--- src/rtl/pxs_vga_stream_gen_if.sv ---
// Pixel-stream bundle: enable in, 26-bit RGB stream plus frame marker/counter out.
interface pxs_vga_stream_gen_if;
  logic        en;
  logic [25:0] RGBStr_o;
  logic        frame_start;
  logic [7:0]  frame_cnt;

  // Generator side drives the stream and consumes the enable.
  modport master (
    input  en,
    output RGBStr_o,
    output frame_start,
    output frame_cnt
  );

  // Downstream side (or bench) drives the enable and consumes the stream.
  modport slave (
    output en,
    input  RGBStr_o,
    input  frame_start,
    input  frame_cnt
  );
endinterface

--- src/rtl/pxs_vga_stream_gen.sv ---
// Head of the pixel-stream chain: raster counters, sync/active decode and a
// registered 26-bit stream {RGB, XC, YC, HS, VS, Active}, plus frame marker/count.
module pxs_vga_stream_gen #(
  parameter int unsigned H_ACT    = 640,
  parameter int unsigned H_FP     = 16,
  parameter int unsigned H_SYNC   = 96,
  parameter int unsigned H_BP     = 48,
  parameter int unsigned V_ACT    = 480,
  parameter int unsigned V_FP     = 10,
  parameter int unsigned V_SYNC   = 2,
  parameter int unsigned V_BP     = 33,
  parameter logic        HS_POL   = 1'b0,
  parameter logic        VS_POL   = 1'b0,
  parameter logic [2:0]  COLOR_BG = 3'b000
) (
  input logic                  px_clk,
  input logic                  px_rst_n,
  pxs_vga_stream_gen_if.master bus
);

  localparam int unsigned H_TOT = H_ACT + H_FP + H_SYNC + H_BP;
  localparam int unsigned V_TOT = V_ACT + V_FP + V_SYNC + V_BP;

  // XC/YC are 10 bits wide, so a raster wider or taller than 1024 cannot be encoded.
  if ((H_TOT > 1024) || (V_TOT > 1024)) begin : g_size_check
    $error("pxs_vga_stream_gen: H_TOT and V_TOT must both be <= 1024");
  end

  // Thresholds are 11 bits so a boundary equal to 1024 still compares correctly.
  localparam logic [10:0] HActEnd = 11'(H_ACT);
  localparam logic [10:0] HsStart = 11'(H_ACT + H_FP);
  localparam logic [10:0] HsEnd   = 11'(H_ACT + H_FP + H_SYNC);
  localparam logic [10:0] HLast   = 11'(H_TOT - 1);
  localparam logic [10:0] VActEnd = 11'(V_ACT);
  localparam logic [10:0] VsStart = 11'(V_ACT + V_FP);
  localparam logic [10:0] VsEnd   = 11'(V_ACT + V_FP + V_SYNC);
  localparam logic [10:0] VLast   = 11'(V_TOT - 1);

  localparam logic [25:0] StreamRst = {3'b000, 10'd0, 10'd0, ~HS_POL, ~VS_POL, 1'b0};

  logic [9:0]  r_hc;
  logic [9:0]  r_vc;
  logic [25:0] r_stream;
  logic        r_frame_start;
  logic [7:0]  r_frame_cnt;

  logic [9:0]  w_hc_nxt;
  logic [9:0]  w_vc_nxt;
  logic        w_h_last;
  logic        w_v_last;
  logic        w_active;
  logic        w_hs;
  logic        w_vs;
  logic        w_origin;

  // Counter advance and sync/active decode of the current raster position.
  always_comb begin
    w_h_last = ({1'b0, r_hc} == HLast);
    w_v_last = ({1'b0, r_vc} == VLast);
    w_hc_nxt = r_hc + 10'd1;
    w_vc_nxt = r_vc;
    if (w_h_last) begin
      w_hc_nxt = 10'd0;
      w_vc_nxt = w_v_last ? 10'd0 : (r_vc + 10'd1);
    end
    w_active = ({1'b0, r_hc} < HActEnd) && ({1'b0, r_vc} < VActEnd);
    w_hs     = (({1'b0, r_hc} >= HsStart) && ({1'b0, r_hc} < HsEnd)) ? HS_POL : ~HS_POL;
    w_vs     = (({1'b0, r_vc} >= VsStart) && ({1'b0, r_vc} < VsEnd)) ? VS_POL : ~VS_POL;
    w_origin = (r_hc == 10'd0) && (r_vc == 10'd0);
  end

  // Raster position, stream register and frame bookkeeping; all frozen while en is low.
  always_ff @(posedge px_clk or negedge px_rst_n) begin
    if (!px_rst_n) begin
      r_hc          <= 10'd0;
      r_vc          <= 10'd0;
      r_stream      <= StreamRst;
      r_frame_start <= 1'b0;
      r_frame_cnt   <= 8'd0;
    end else if (bus.en) begin
      r_hc          <= w_hc_nxt;
      r_vc          <= w_vc_nxt;
      // Coordinate and its decoded sync/active are captured together.
      r_stream      <= {COLOR_BG, r_hc, r_vc, w_hs, w_vs, w_active};
      r_frame_start <= w_origin;
      if (w_origin) begin
        r_frame_cnt <= r_frame_cnt + 8'd1;
      end
    end else begin
      r_frame_start <= 1'b0;
    end
  end

  assign bus.RGBStr_o    = r_stream;
  assign bus.frame_start = r_frame_start;
  assign bus.frame_cnt   = r_frame_cnt;

endmodule
--- src/flat_wrapper.sv ---
// flat-port wrapper written by rule: the top's interface ports become plain ports
module pxs_vga_stream_gen_flat 
#(
  parameter int unsigned H_ACT    = 640,
  parameter int unsigned H_FP     = 16,
  parameter int unsigned H_SYNC   = 96,
  parameter int unsigned H_BP     = 48,
  parameter int unsigned V_ACT    = 480,
  parameter int unsigned V_FP     = 10,
  parameter int unsigned V_SYNC   = 2,
  parameter int unsigned V_BP     = 33,
  parameter logic        HS_POL   = 1'b0,
  parameter logic        VS_POL   = 1'b0,
  parameter logic [2:0]  COLOR_BG = 3'b000
)
  (px_clk, px_rst_n, bus_en, bus_RGBStr_o, bus_frame_start, bus_frame_cnt);
  pxs_vga_stream_gen_if bus_i ();
  input logic px_clk;
  input logic px_rst_n;
  input wire logic [$bits(bus_i.en)-1:0] bus_en;
  output wire logic [$bits(bus_i.RGBStr_o)-1:0] bus_RGBStr_o;
  output wire logic [$bits(bus_i.frame_start)-1:0] bus_frame_start;
  output wire logic [$bits(bus_i.frame_cnt)-1:0] bus_frame_cnt;
  assign bus_i.en = bus_en;
  assign bus_RGBStr_o = bus_i.RGBStr_o;
  assign bus_frame_start = bus_i.frame_start;
  assign bus_frame_cnt = bus_i.frame_cnt;
  pxs_vga_stream_gen #(.H_ACT(H_ACT), .H_FP(H_FP), .H_SYNC(H_SYNC), .H_BP(H_BP), .V_ACT(V_ACT), .V_FP(V_FP), .V_SYNC(V_SYNC), .V_BP(V_BP), .HS_POL(HS_POL), .VS_POL(VS_POL), .COLOR_BG(COLOR_BG)) u_core (.px_clk(px_clk), .px_rst_n(px_rst_n), .bus(bus_i));
endmodule
--- config.mk ---
export PLATFORM = sky130hd
export DESIGN_NAME = pxs_vga_stream_gen_flat
export DESIGN_NICKNAME = d
export VERILOG_FILES = /design/src/rtl/pxs_vga_stream_gen_if.sv /design/src/rtl/pxs_vga_stream_gen.sv /design/src/flat_wrapper.sv
export SDC_FILE = /design/constraint.sdc
export NUM_CORES = 1
export LEC_CHECK = 0
export ABC_CLOCK_PERIOD_IN_PS = 2900
export CORE_ASPECT_RATIO = 0.6
export CORE_MARGIN = 2
export CORE_UTILIZATION = 46
export CTS_CLUSTER_SIZE = 14
export DETAILED_ROUTE_END_ITERATION = 7
export MAX_ROUTING_LAYER = met4
export PLACE_DENSITY = 0.68
export SYNTH_ARGS = -nofsm -noshare
export SYNTH_HDL_FRONTEND = slang
export SYNTH_SLANG_ARGS = --single-unit
--- constraint.sdc ---
create_clock -name px_clk -period 2.9 [get_ports px_clk]
set_input_delay 0.58 -clock px_clk [delete_from_list [all_inputs] [get_ports px_clk]]
set_output_delay 0.58 -clock px_clk [all_outputs]
set_load 0.005 [all_outputs]
==> impl_metrics.prom, run 1 <==
# TYPE chip_impl_metric gauge
chip_impl_metric{name="num_vias",unit=""} 1726
chip_impl_metric{name="initialDrtViolationCount",unit=""} 83
chip_impl_metric{name="grt.total_usage",unit="%"} 18.1
chip_impl_info{name="grt_setup_unrepaired",value="false"} 1
chip_impl_metric{name="share_of_synthesized_cell_area_in_full_adder_half_adder_and_majority_cells",unit="%"} 2.55
chip_impl_metric{name="ff2ff_setup_slack",unit="ns"} 0.69
chip_impl_metric{name="cellLeakagePower",unit="nW"} 1.34
chip_impl_metric{name="power-per-cell-area",unit="nW/um^2"} 524
chip_impl_metric{name="floorplan.die.width",unit="um"} 98.2
chip_impl_metric{name="swShare",unit="%"} 27.1
chip_impl_metric{name="ctsResizeCount",unit=""} 0
chip_impl_info{name="outcome",value="complete, no violations"} 1
chip_impl_metric{name="net-switching-power",unit="W"} 0.000418
chip_impl_metric{name="initial_core_util",unit="%"} 48.0
chip_impl_metric{name="tritoncts_num_sinks",unit=""} 52
chip_impl_metric{name="met3RoutedLength",unit="um"} 282
chip_impl_metric{name="synth-simple-area-share",unit="%"} 18.2
chip_impl_metric{name="clk_pin_slew",unit="ns"} 0.09
chip_impl_metric{name="multi_input_area",unit="sq um"} 1030
chip_impl_metric{name="pwr-share-clk",unit="%"} 27.4
chip_impl_metric{name="layout.cells.non_filler",unit=""} 320
chip_impl_metric{name="dp.final_hpwl",unit="mm"} 3.35
chip_impl_metric{name="yosysSeqAreaShare",unit="%"} 53.2
chip_impl_metric{name="drt-vias-per-instance",unit=""} 5.39
chip_impl_metric{name="p_int",unit="W"} 0.00112
chip_impl_info{name="timing_worst_setup_path_type",value="reg -> reg"} 1
chip_impl_info{name="dominant_combinational_cell_family_by_area_after_synthesis",value="simple AND/OR/NAND/NOR gates"} 1
chip_impl_metric{name="htree_num_levels",unit=""} 2
chip_impl_metric{name="place.port_buffers",unit=""} 34
chip_impl_metric{name="clock_path_buffers",unit=""} 2
chip_impl_info{name="cts_root_buffer",value="clkbuf_8"} 1
chip_impl_info{name="synth-main-ff-cell",value="dfrtp_1"} 1
chip_impl_metric{name="synthMuxAreaShare",unit="%"} 9.71
chip_impl_metric{name="ys.warnings.count",unit=""} 0
chip_impl_metric{name="max_slew_violations",unit=""} 0
chip_impl_metric{name="die_area",unit="sq um"} 5940
chip_impl_metric{name="post-cts-setup-buffers",unit=""} 0
chip_impl_metric{name="detailedPlace.worstSlack",unit="ns"} 0.604
chip_impl_metric{name="grt_first_pass_wirelength",unit="mm"} 8.16
chip_impl_metric{name="grt-ovfl-total",unit=""} 0
chip_impl_metric{name="grt_pass1_vias",unit=""} 1597
chip_impl_info{name="worstSetupEndpointType",value="register"} 1
chip_impl_metric{name="route.layer.met1.wl",unit="mm"} 2.57
chip_impl_info{name="synth_top_area_cell",value="dfrtp_1"} 1
chip_impl_metric{name="worst-r2r-cell-count",unit=""} 4
chip_impl_metric{name="ys_ff_latch",unit=""} 52
chip_impl_metric{name="cts-hold-fix-buffers",unit=""} 0
chip_impl_metric{name="layout_cells_sized_above_1",unit="%"} 15.0
chip_impl_metric{name="drt.antenna.violating_nets",unit=""} 0
chip_impl_metric{name="worst_clock_skew",unit="ns"} 0.00652
chip_impl_metric{name="synth.top_cell.area_share",unit="%"} 51.1
chip_impl_metric{name="synth-edff-count",unit=""} 0
chip_impl_metric{name="p_comb_share",unit="%"} 16.2
chip_impl_metric{name="total_inserted_antenna_cells",unit=""} 0
chip_impl_metric{name="max_freq",unit="GHz"} 0.452
chip_impl_metric{name="seq_area",unit="sq um"} 1300
chip_impl_info{name="ys_top_cells_by_area",value="dfrtp_1, mux2_2, xor2_1"} 1
chip_impl_metric{name="setup_ws",unit="ns"} 0.689
chip_impl_metric{name="postRouteWirelength",unit="mm"} 4.71
chip_impl_metric{name="globalplace.congestion",unit=""} 0.815
chip_impl_metric{name="timing.setup.tns",unit="ns"} 0
chip_impl_info{name="r2r_end",value="u_core.bus.frame_cnt[1]"} 1
chip_impl_metric{name="fp.dieH",unit="um"} 60.5
chip_impl_metric{name="routed-wl-met2",unit="mm"} 1.84
chip_impl_info{name="timing.rr.start",value="u_core.r_vc[8]"} 1
chip_impl_metric{name="number_of_iterations_in_the_first_detailed_routing_pass",unit=""} 4
chip_impl_metric{name="synthArstFlopShare",unit="%"} 100
chip_impl_metric{name="postSynthAreaPerCell",unit="sq um"} 11.1
chip_impl_metric{name="path_max_fanout",unit=""} 8
chip_impl_metric{name="pwr-share-seq",unit="%"} 56.4
chip_impl_metric{name="worst_ep_arrival_time",unit="ns"} 2.40
chip_impl_metric{name="cts_inserted_buffers",unit=""} 5
chip_impl_metric{name="area_delta_synth_final",unit="%"} 20.2
chip_impl_metric{name="dpl.cell_count",unit=""} 312
chip_impl_metric{name="min_period_over_period",unit="%"} 76.3
chip_impl_metric{name="final-hold-violation-count",unit=""} 0
chip_impl_metric{name="syn-cell-area",unit="sq um"} 2450
chip_impl_metric{name="finish.net_count",unit=""} 261
chip_impl_metric{name="final.min_clock_period",unit="ns"} 2.21
chip_impl_info{name="cts_tree",value="yes"} 1
chip_impl_info{name="hp-class",value="in -> async"} 1
chip_impl_metric{name="clk_latency",unit="ns"} 0.30
chip_impl_metric{name="wl_per_cell",unit="um"} 14.7
chip_impl_metric{name="cell_variety_after_synth",unit=""} 43
chip_impl_metric{name="n_fill_cell",unit=""} 445
chip_impl_metric{name="syn_inst",unit=""} 220
chip_impl_metric{name="synth_xor_area_share",unit="%"} 6.08
chip_impl_metric{name="floorplan.rows",unit=""} 20
chip_impl_metric{name="io-pin-count",unit=""} 38
chip_impl_info{name="highest-signal-layer",value="met4"} 1
chip_impl_metric{name="final_core_util",unit="%"} 57.6
chip_impl_metric{name="compound_gate_portion_of_the_synthesized_area",unit="%"} 4.96
chip_impl_metric{name="post_route_cell_area",unit="sq um"} 2940
chip_impl_metric{name="antenna_found_initial",unit=""} 0
chip_impl_metric{name="post-route-drc-count",unit=""} 0
chip_impl_info{name="cp-start-kind",value="register"} 1
chip_impl_metric{name="setup_viol_count_final",unit=""} 0
chip_impl_metric{name="vdd.ir_drop.worst",unit="uV"} 259
chip_impl_metric{name="required",unit="ns"} 3.09
chip_impl_metric{name="timing.max_cap.violations",unit=""} 0
chip_impl_metric{name="grt_max_degree",unit=""} 53
chip_impl_metric{name="core-area",unit="sq um"} 5100
chip_impl_metric{name="postPlaceCellArea",unit="sq um"} 2850
kinds of logic (layout without fill, tap and decap cells):
kind of cell / after synthesis / after routing
buffers and inverters: 28 / 60
muxes: 21 / 21
other: 1 / 3
adders and majority gates: 5 / 5
AOI/OAI and AO/OA: 20 / 20
DFF: 52 / 52
and+or+nand+nor: 76 / 76
xor gates and xnor gates: 17 / 17
cell usage after synthesis, types with 3 or more instances:
cell type,n
mux2_2,18
a21oi_1,3
nor2_1,7
buf_4,3
clkbuf_1,11
xnor2_1,7
inv_1,12
o21ai_0,10
and3_1,6
nand2_1,11
nand3_1,13
ha_1,5
dfrtp_1,50
nor3_1,10
nand4_1,8
nor4_1,3
xor2_1,10
per-stage QoR:
stage                     total power [W]  hold WS [ns]
after detailed placement          0.00113         0.479
after floorplan                   0.00101         0.284
after global placement            0.00113         0.456
final                             0.00154         0.256
after global routing              0.00163         0.286
after CTS                         0.00155         0.273
power groups by stage:
| stage | combinational, W | sequential (W) | clock, W |
|---|---|---|---|
| 2_1_floorplan | 0.000162 | 0.000848 | 0 |
| 3_3_place_gp | 0.000249 | 0.000882 | 0 |
| 3_5_place_dp | 0.000252 | 0.000882 | 0 |
| 4_1_cts | 0.000253 | 0.000867 | 0.000433 |
| 5_1_grt | 0.000277 | 0.000881 | 0.000466 |
| 6_report | 0.000250 | 0.000869 | 0.000422 |
critical path, cell delays in order, from the launching register on:
cell and delay (ns):
dfrtp_1 0.44, or4_1 0.55, or3_1 0.49, nor3_4 0.30, mux2_4 0.32
worst max path at each step:
stage	start	end	slack [ns]
detailed placement	bus_en	u_core.bus.frame_cnt[5]	0.60
global placement	bus_en	u_core.bus.frame_cnt[5]	0.62
floorplan	u_core.r_vc[8]	u_core.bus.frame_cnt[1]	0.86
global route	u_core.r_vc[8]	u_core.bus.frame_cnt[1]	0.62
CTS	u_core.r_vc[8]	u_core.bus.frame_cnt[1]	0.69
finish	u_core.r_vc[8]	u_core.bus.frame_cnt[1]	0.69
final cells by class:
cell class / count / share of cell area (%)
Inverter: 12 / 1.53
Timing Repair Buffer: 40 / 13.4
Sequential cell: 52 / 44.3
Multi-Input combinational cell: 142 / 34.9
Tap cell: 66 / 2.81
Clock buffer: 8 / 3.06
cell usage in the layout (no fill, tap or decap), drive strengths merged, types with 3 or more instances in the layout:
cell	n
nor2	7
clkdlybuf4s50	33
ha	5
clkbuf	8
nor4	4
a21oi	3
and3	6
nand3	13
xnor2	7
conb	3
nand4	8
buf	7
mux2	19
dfrtp	50
nand2	11
xor2	10
nor3	11
o21ai	10
inv	12
sequential cells by signal, indices dropped and copies added, names as in the netlist:
signal                  count
u_core.bus.RGBStr_o        23
u_core.bus.frame_cnt        8
u_core.bus.frame_start      1
u_core.r_hc                10
u_core.r_vc                10
metal layers:
layer / vias to the layer above / track usage (%)
met5: - / -
met4: 0 / 2.94
met3: 2 / 4.26
met2: 48 / 23.1
met1: 840 / 28.9
li1: 836 / -
No activity file was read; power rests on OpenSTA's default activity.
==> run 2, diff against run 1 <==
--- a/config.mk
+++ b/config.mk
@@ -5,14 +5,14 @@
 export SDC_FILE = /design/constraint.sdc
 export NUM_CORES = 1
 export LEC_CHECK = 0
-export ABC_CLOCK_PERIOD_IN_PS = 2900
+export ABC_CLOCK_PERIOD_IN_PS = 1800
 export CORE_ASPECT_RATIO = 0.6
 export CORE_MARGIN = 2
 export CORE_UTILIZATION = 46
 export CTS_CLUSTER_SIZE = 14
 export DETAILED_ROUTE_END_ITERATION = 7
 export MAX_ROUTING_LAYER = met4
-export PLACE_DENSITY = 0.68
+export PLACE_DENSITY = 0.71
 export SYNTH_ARGS = -nofsm -noshare
 export SYNTH_HDL_FRONTEND = slang
 export SYNTH_SLANG_ARGS = --single-unit
==> constraint.sdc (replaced) <==
create_clock -name px_clk -period 1.8 [get_ports px_clk]
set_input_delay 0.36 -clock px_clk [delete_from_list [all_inputs] [get_ports px_clk]]
set_output_delay 0.36 -clock px_clk [all_outputs]
set_load 0.005 [all_outputs]
==> impl_metrics.prom, run 2 (synthesis gave the netlist of run 1 again) <==
# TYPE chip_impl_metric gauge
chip_impl_info{name="outcome",value="finished with violations"} 1
chip_impl_info{name="failed_checks",value="setup timing"} 1
chip_impl_info{name="timing.rr.start",value="u_core.r_vc[8]"} 1
chip_impl_metric{name="htree_num_levels",unit=""} 2
chip_impl_metric{name="detailedPlace.worstSlack",unit="ns"} -0.221
chip_impl_metric{name="grt_pass1_vias",unit=""} 1832
chip_impl_metric{name="number_of_iterations_in_the_first_detailed_routing_pass",unit=""} 4
chip_impl_metric{name="max_freq",unit="GHz"} 0.524
chip_impl_metric{name="layout_cells_sized_above_1",unit="%"} 29.6
chip_impl_metric{name="vdd.ir_drop.worst",unit="uV"} 503
chip_impl_metric{name="timing.max_cap.violations",unit=""} 0
chip_impl_metric{name="grt_first_pass_wirelength",unit="mm"} 9.27
chip_impl_metric{name="worst-r2r-cell-count",unit=""} 4
chip_impl_metric{name="final.min_clock_period",unit="ns"} 1.91
chip_impl_info{name="cts_root_buffer",value="clkbuf_8"} 1
chip_impl_metric{name="grt_max_degree",unit=""} 53
chip_impl_metric{name="power-per-cell-area",unit="nW/um^2"} 793
chip_impl_metric{name="dp.final_hpwl",unit="mm"} 3.82
chip_impl_info{name="worst_setup_path_startpoint",value="u_core.r_vc[8]"} 1
chip_impl_metric{name="post-route-drc-count",unit=""} 0
chip_impl_metric{name="grt-ovfl-total",unit=""} 0
chip_impl_metric{name="clock_path_buffers",unit=""} 2
chip_impl_metric{name="final_core_util",unit="%"} 64.3
chip_impl_metric{name="setup_ws",unit="ns"} -0.109
chip_impl_metric{name="area_delta_synth_final",unit="%"} 34.0
chip_impl_metric{name="worst_ep_arrival_time",unit="ns"} 2.10
chip_impl_info{name="worstSetupEndpointType",value="register"} 1
chip_impl_metric{name="tritoncts_num_sinks",unit=""} 52
chip_impl_info{name="timing_worst_setup_path_type",value="reg -> reg"} 1
chip_impl_metric{name="drt-vias-per-instance",unit=""} 5.42
chip_impl_metric{name="min_period_over_period",unit="%"} 106
chip_impl_metric{name="initial_core_util",unit="%"} 48.0
chip_impl_metric{name="fp.dieH",unit="um"} 60.5
chip_impl_metric{name="required",unit="ns"} 1.99
chip_impl_metric{name="path_max_fanout",unit=""} 6
chip_impl_info{name="r2r_end",value="u_core.bus.frame_cnt[1]"} 1
chip_impl_metric{name="floorplan.die.width",unit="um"} 98.2
chip_impl_metric{name="report.power.total",unit="W"} 0.00260
chip_impl_metric{name="die_area",unit="sq um"} 5940
chip_impl_metric{name="postRouteWirelength",unit="mm"} 5.56
chip_impl_metric{name="clk_pin_slew",unit="ns"} 0.10
chip_impl_metric{name="grt.total_usage",unit="%"} 20.8
chip_impl_metric{name="io-pin-count",unit=""} 38
chip_impl_metric{name="num_vias",unit=""} 1875
chip_impl_metric{name="floorplan.rows",unit=""} 20
chip_impl_metric{name="core-area",unit="sq um"} 5100
chip_impl_metric{name="globalplace.congestion",unit=""} 0.924
chip_impl_metric{name="cellLeakagePower",unit="nW"} 1.54
chip_impl_metric{name="antenna_found_initial",unit=""} 0
chip_impl_metric{name="setup_viol_count_final",unit=""} 10
chip_impl_info{name="grt_setup_unrepaired",value="true"} 1
chip_impl_metric{name="total_inserted_antenna_cells",unit=""} 0
chip_impl_info{name="cts_tree",value="yes"} 1
chip_impl_metric{name="place.port_buffers",unit=""} 34
chip_impl_info{name="hp-class",value="in -> async"} 1
chip_impl_metric{name="clk_latency",unit="ns"} 0.31
chip_impl_metric{name="max_slew_violations",unit=""} 0
chip_impl_metric{name="worst_clock_skew",unit="ns"} 0.0117
chip_impl_metric{name="ff2ff_setup_slack",unit="ns"} -0.11
chip_impl_metric{name="postPlaceCellArea",unit="sq um"} 3030
chip_impl_metric{name="largest_reg_flops",unit=""} 23
chip_impl_info{name="final_cell_mix",value="dfrtp_1, clkdlybuf4s50_1, buf_4, mux2_2, inv_1"} 1
chip_impl_info{name="mostFrequentLayoutCell",value="dfrtp_1"} 1
chip_impl_metric{name="initialDrtViolationCount",unit=""} 135
chip_impl_metric{name="finish.net_count",unit=""} 287
chip_impl_metric{name="post_route_cell_area",unit="sq um"} 3280
chip_impl_info{name="cp-start-kind",value="register"} 1
chip_impl_metric{name="wl_per_cell",unit="um"} 16.1
chip_impl_metric{name="cts_inserted_buffers",unit=""} 5
chip_impl_metric{name="final-hold-violation-count",unit=""} 0
chip_impl_metric{name="drt.antenna.violating_nets",unit=""} 0
-- run 2: cell types whose count changed in the layout (fill, tap and decap cells not counted), moves of 2 or more --
cell | previous run | this run
o21ai_0 | 10 | 8
nor3_2 | 0 | 3
buf_6 | 0 | 2
nor3_1 | 10 | 4
nand3_2 | 0 | 2
nand3_1 | 13 | 11
buf_4 | 5 | 29
nor3_4 | 1 | 4
-- run 2: worst max-delay path by stage --
stage | end
final | u_core.bus.frame_cnt[1]
after global routing | u_core.bus.frame_cnt[5]
after CTS | u_core.bus.frame_cnt[1]
after detailed placement | u_core.bus.frame_cnt[7]
after global placement | u_core.bus.frame_cnt[5]
after floorplan | u_core.bus.frame_cnt[1]
-- run 2: per-stage QoR --
stage	TNS [ns]	std cells	hold slack [ns]
floorplan	-0.400	222	0.0644
global placement	-4.48	335	0.371
detailed placement	-5.36	335	0.371
CTS	-0.423	344	0.0449
global route	-1.30	346	0.0497
finish	-0.530	346	0.0269
-- run 2: per-layer routing --
metal | part of all wire, % | vias up | wire (um) | GRT usage (%)
met5 | 0 | - | 0 | -
met4 | 0.36 | 0 | 20 | 4.11
met3 | 3.6 | 4 | 202 | 4.38
met2 | 41 | 44 | 2270 | 28.2
met1 | 55 | 937 | 3070 | 32.3
li1 | - | 890 | - | -
-- run 2: worst max-delay path, cell delays in order (launching register included) --
cell and delay [ns]:
dfrtp_1 0.39, or4_4 0.53, or3_4 0.39, nor3_4 0.16, mux2_4 0.31
-- run 2: cell type report --
| type | count | area, sq um |
|---|---|---|
| clock buffer | 8 | 100 |
| fill | 417 | 1820 |
| timing repair buffer | 66 | 596 |
| sequential | 52 | 1310 |
| inverter | 12 | 45.0 |
| multi-input combinational | 142 | 1150 |
| tap | 66 | 82.6 |
-- run 2: repair_timing --
item | CTS | global route
pin swaps | 6 | 0
hold buffers | 0 | 0
setup endpoints to repair | 11 | 19
setup buffers | 1 | 2
resized for setup | 13 | 13
-- run 2: report_power, final --
| part | total (W) | internal [W] | switching (W) |
|---|---|---|---|
| Sequential | 0.00142 | 0.00127 | 0.000144 |
| Combinational | 0.000461 | 0.000252 | 0.000209 |
| Clock | 0.000722 | 0.000352 | 0.000371 |
| Total | 0.00260 | 0.00188 | 0.000724 |
==> run 3, diff against run 2 <==
--- a/config.mk
+++ b/config.mk
@@ -7,12 +7,13 @@
 export LEC_CHECK = 0
 export ABC_CLOCK_PERIOD_IN_PS = 1800
 export CORE_ASPECT_RATIO = 0.6
-export CORE_MARGIN = 2
+export CORE_MARGIN = 3
 export CORE_UTILIZATION = 46
 export CTS_CLUSTER_SIZE = 14
 export DETAILED_ROUTE_END_ITERATION = 7
 export MAX_ROUTING_LAYER = met4
 export PLACE_DENSITY = 0.71
+export RECOVER_POWER = 100
 export SYNTH_ARGS = -nofsm -noshare
 export SYNTH_HDL_FRONTEND = slang
 export SYNTH_SLANG_ARGS = --single-unit
==> impl_metrics.prom, run 3 (synthesis gave the netlist of run 1 again) <==
# TYPE chip_impl_metric gauge
chip_impl_info{name="outcome",value="finished with violations"} 1
chip_impl_info{name="failed_checks",value="setup timing"} 1
chip_impl_metric{name="clk_pin_slew",unit="ns"} 0.09
chip_impl_metric{name="final.min_clock_period",unit="ns"} 1.99
chip_impl_metric{name="grt_pass1_vias",unit=""} 1869
chip_impl_metric{name="critical-path-max-stage-delay",unit="ns"} 0.54
chip_impl_metric{name="max_freq",unit="GHz"} 0.503
chip_impl_metric{name="worst_ep_arrival_time",unit="ns"} 2.18
chip_impl_metric{name="grt.total_usage",unit="%"} 19.7
chip_impl_info{name="worstSetupEndpointType",value="register"} 1
chip_impl_info{name="hp-class",value="in -> async"} 1
chip_impl_metric{name="drt-vias-per-instance",unit=""} 5.41
chip_impl_info{name="cts_tree",value="yes"} 1
chip_impl_metric{name="antenna_found_initial",unit=""} 0
chip_impl_metric{name="floorplan.die.width",unit="um"} 100
chip_impl_metric{name="min_period_over_period",unit="%"} 110
chip_impl_metric{name="place.port_buffers",unit=""} 34
chip_impl_metric{name="cts_inserted_buffers",unit=""} 5
chip_impl_metric{name="clock_path_buffers",unit=""} 2
chip_impl_info{name="cp_cell_sequence",value="or4_4, or3_4, nor3_4, mux2_4"} 1
chip_impl_metric{name="cellLeakagePower",unit="nW"} 1.59
chip_impl_metric{name="die_area",unit="sq um"} 6260
chip_impl_metric{name="htree_num_levels",unit=""} 2
chip_impl_metric{name="layout.cells.non_filler",unit=""} 344
chip_impl_metric{name="core-area",unit="sq um"} 4850
chip_impl_metric{name="setup_viol_count_final",unit=""} 11
chip_impl_metric{name="initial_core_util",unit="%"} 50.5
chip_impl_metric{name="grt_max_degree",unit=""} 23
chip_impl_metric{name="initialDrtViolationCount",unit=""} 129
chip_impl_metric{name="finish.net_count",unit=""} 288
chip_impl_metric{name="timing_worst_slew_pin_value",unit="ns"} 1.18
chip_impl_metric{name="post-route-drc-count",unit=""} 0
chip_impl_metric{name="seq_area",unit="sq um"} 1300
chip_impl_metric{name="drt.antenna.violating_nets",unit=""} 0
chip_impl_metric{name="ff2ff_setup_slack",unit="ns"} -0.19
chip_impl_metric{name="worst_clock_skew",unit="ns"} 0.00820
chip_impl_metric{name="max_slew_violations",unit=""} 0
chip_impl_info{name="grt_setup_unrepaired",value="true"} 1
chip_impl_metric{name="total_inserted_antenna_cells",unit=""} 0
chip_impl_metric{name="layout_cells_sized_above_1",unit="%"} 26.3
chip_impl_metric{name="grt-ovfl-total",unit=""} 0
chip_impl_info{name="mostFrequentLayoutCell",value="dfrtp_1"} 1
chip_impl_metric{name="multi_input_area",unit="sq um"} 1130
chip_impl_metric{name="number_of_iterations_in_the_first_detailed_routing_pass",unit=""} 4
chip_impl_metric{name="area_delta_synth_final",unit="%"} 32.3
chip_impl_metric{name="max_slew_headroom",unit="%"} 21.6
chip_impl_metric{name="wl_per_cell",unit="um"} 16.5
chip_impl_metric{name="final-hold-violation-count",unit=""} 0
chip_impl_metric{name="grt_first_pass_wirelength",unit="mm"} 9.59
chip_impl_metric{name="dp.final_hpwl",unit="mm"} 3.95
chip_impl_metric{name="largest_reg_flops",unit=""} 23
chip_impl_metric{name="dpl.cell_count",unit=""} 333
chip_impl_metric{name="globalplace.congestion",unit=""} 0.884
chip_impl_info{name="timing.critical_path.slowest_stage_cell",value="or4_4"} 1
chip_impl_metric{name="tritoncts_num_sinks",unit=""} 52
chip_impl_info{name="timing_worst_setup_path_type",value="reg -> reg"} 1
chip_impl_metric{name="floorplan.rows",unit=""} 19
chip_impl_metric{name="vdd.ir_drop.worst",unit="uV"} 498
chip_impl_metric{name="path_max_fanout",unit=""} 8
chip_impl_info{name="cts_root_buffer",value="clkbuf_8"} 1
chip_impl_metric{name="postRouteWirelength",unit="mm"} 5.67
chip_impl_metric{name="timing.max_cap.violations",unit=""} 0
chip_impl_metric{name="power-per-cell-area",unit="nW/um^2"} 814
chip_impl_metric{name="n_fill_cell",unit=""} 394
chip_impl_metric{name="fp.dieH",unit="um"} 62.5
chip_impl_info{name="final_cell_mix",value="dfrtp_1, dlygate4sd3_1, buf_4, mux2_2, inv_1"} 1
chip_impl_metric{name="num_vias",unit=""} 1860
chip_impl_metric{name="setup_ws",unit="ns"} -0.187
chip_impl_metric{name="io-pin-count",unit=""} 38
chip_impl_metric{name="clk_latency",unit="ns"} 0.30
chip_impl_info{name="cp-start-kind",value="register"} 1
chip_impl_metric{name="required",unit="ns"} 1.99
chip_impl_metric{name="detailedPlace.worstSlack",unit="ns"} -0.258
-- run 3: worst max-delay path: cells and delay by family, from the launching register on --
kind	cells	cell delay [ns]
AND/OR/NAND/NOR	3	1.16
flip-flops	1	0.40
multiplexers	1	0.32
-- run 3: metal layers --
layer / global-route usage [%] / vias up / part of all wire, %
met4: 5.04 / 0 / 1.2
met1: 31.0 / 908 / 51
met5: - / - / 0
met3: 3.79 / 8 / 6.0
li1: - / 892 / -
met2: 25.4 / 52 / 42
-- run 3: worst paths after layout --
kind	start	depth (start not counted)	endpoint
min in group px_clk	u_core.bus.frame_cnt[7]	1	u_core.bus.frame_cnt[7]
worst min register to register	u_core.bus.frame_cnt[7]	1	u_core.bus.frame_cnt[7]
worst max-delay path	u_core.r_vc[8]	4	u_core.bus.frame_cnt[1]
worst min-delay path	px_rst_n	1	u_core.bus.frame_start
worst max register to register	u_core.r_vc[8]	4	u_core.bus.frame_cnt[1]
max in group asynchronous	px_rst_n	2	u_core.bus.RGBStr_o[19]
-- run 3: layout make-up --
type	instances	share of cell area, %
clock inverters	1	0.927
clock buffers	7	2.36
repair buffers	67	17.8
inverters	12	1.39
flip-flops and latches	52	40.2
well taps	63	2.43
multi-input cells	142	34.8
-- run 3: per-stage QoR --
step | hold WS, ns | power [W] | TNS, ns | cell area (sq um) | utilization, %
2_1_floorplan | 0.0644 | 0.00163 | -0.400 | 2460 | -
3_3_place_gp | 0.348 | 0.00187 | -3.06 | 3020 | 62.2
3_5_place_dp | 0.359 | 0.00188 | -3.41 | 3020 | 62.2
4_1_cts | 0.0333 | 0.00267 | -0.784 | 3190 | 65.8
5_1_grt | 0.354 | 0.00277 | -2.13 | 3240 | 66.8
6_report | 0.275 | 0.00264 | -0.982 | 3240 | 66.8
-- run 3: report_power, final --
part	internal, W	total (W)	switching, W
Combinational	0.000240	0.000462	0.000222
Sequential	0.00127	0.00139	0.000115
Clock	0.000417	0.000788	0.000371
-- run 3: timing repair --
action | in CTS | in global routing
gates resized for setup | 10 | 12
buffers inserted | 2 | 1
endpoints found under the setup margin | 13 | 18
hold buffers | 0 | 0
pin swaps | 4 | 3
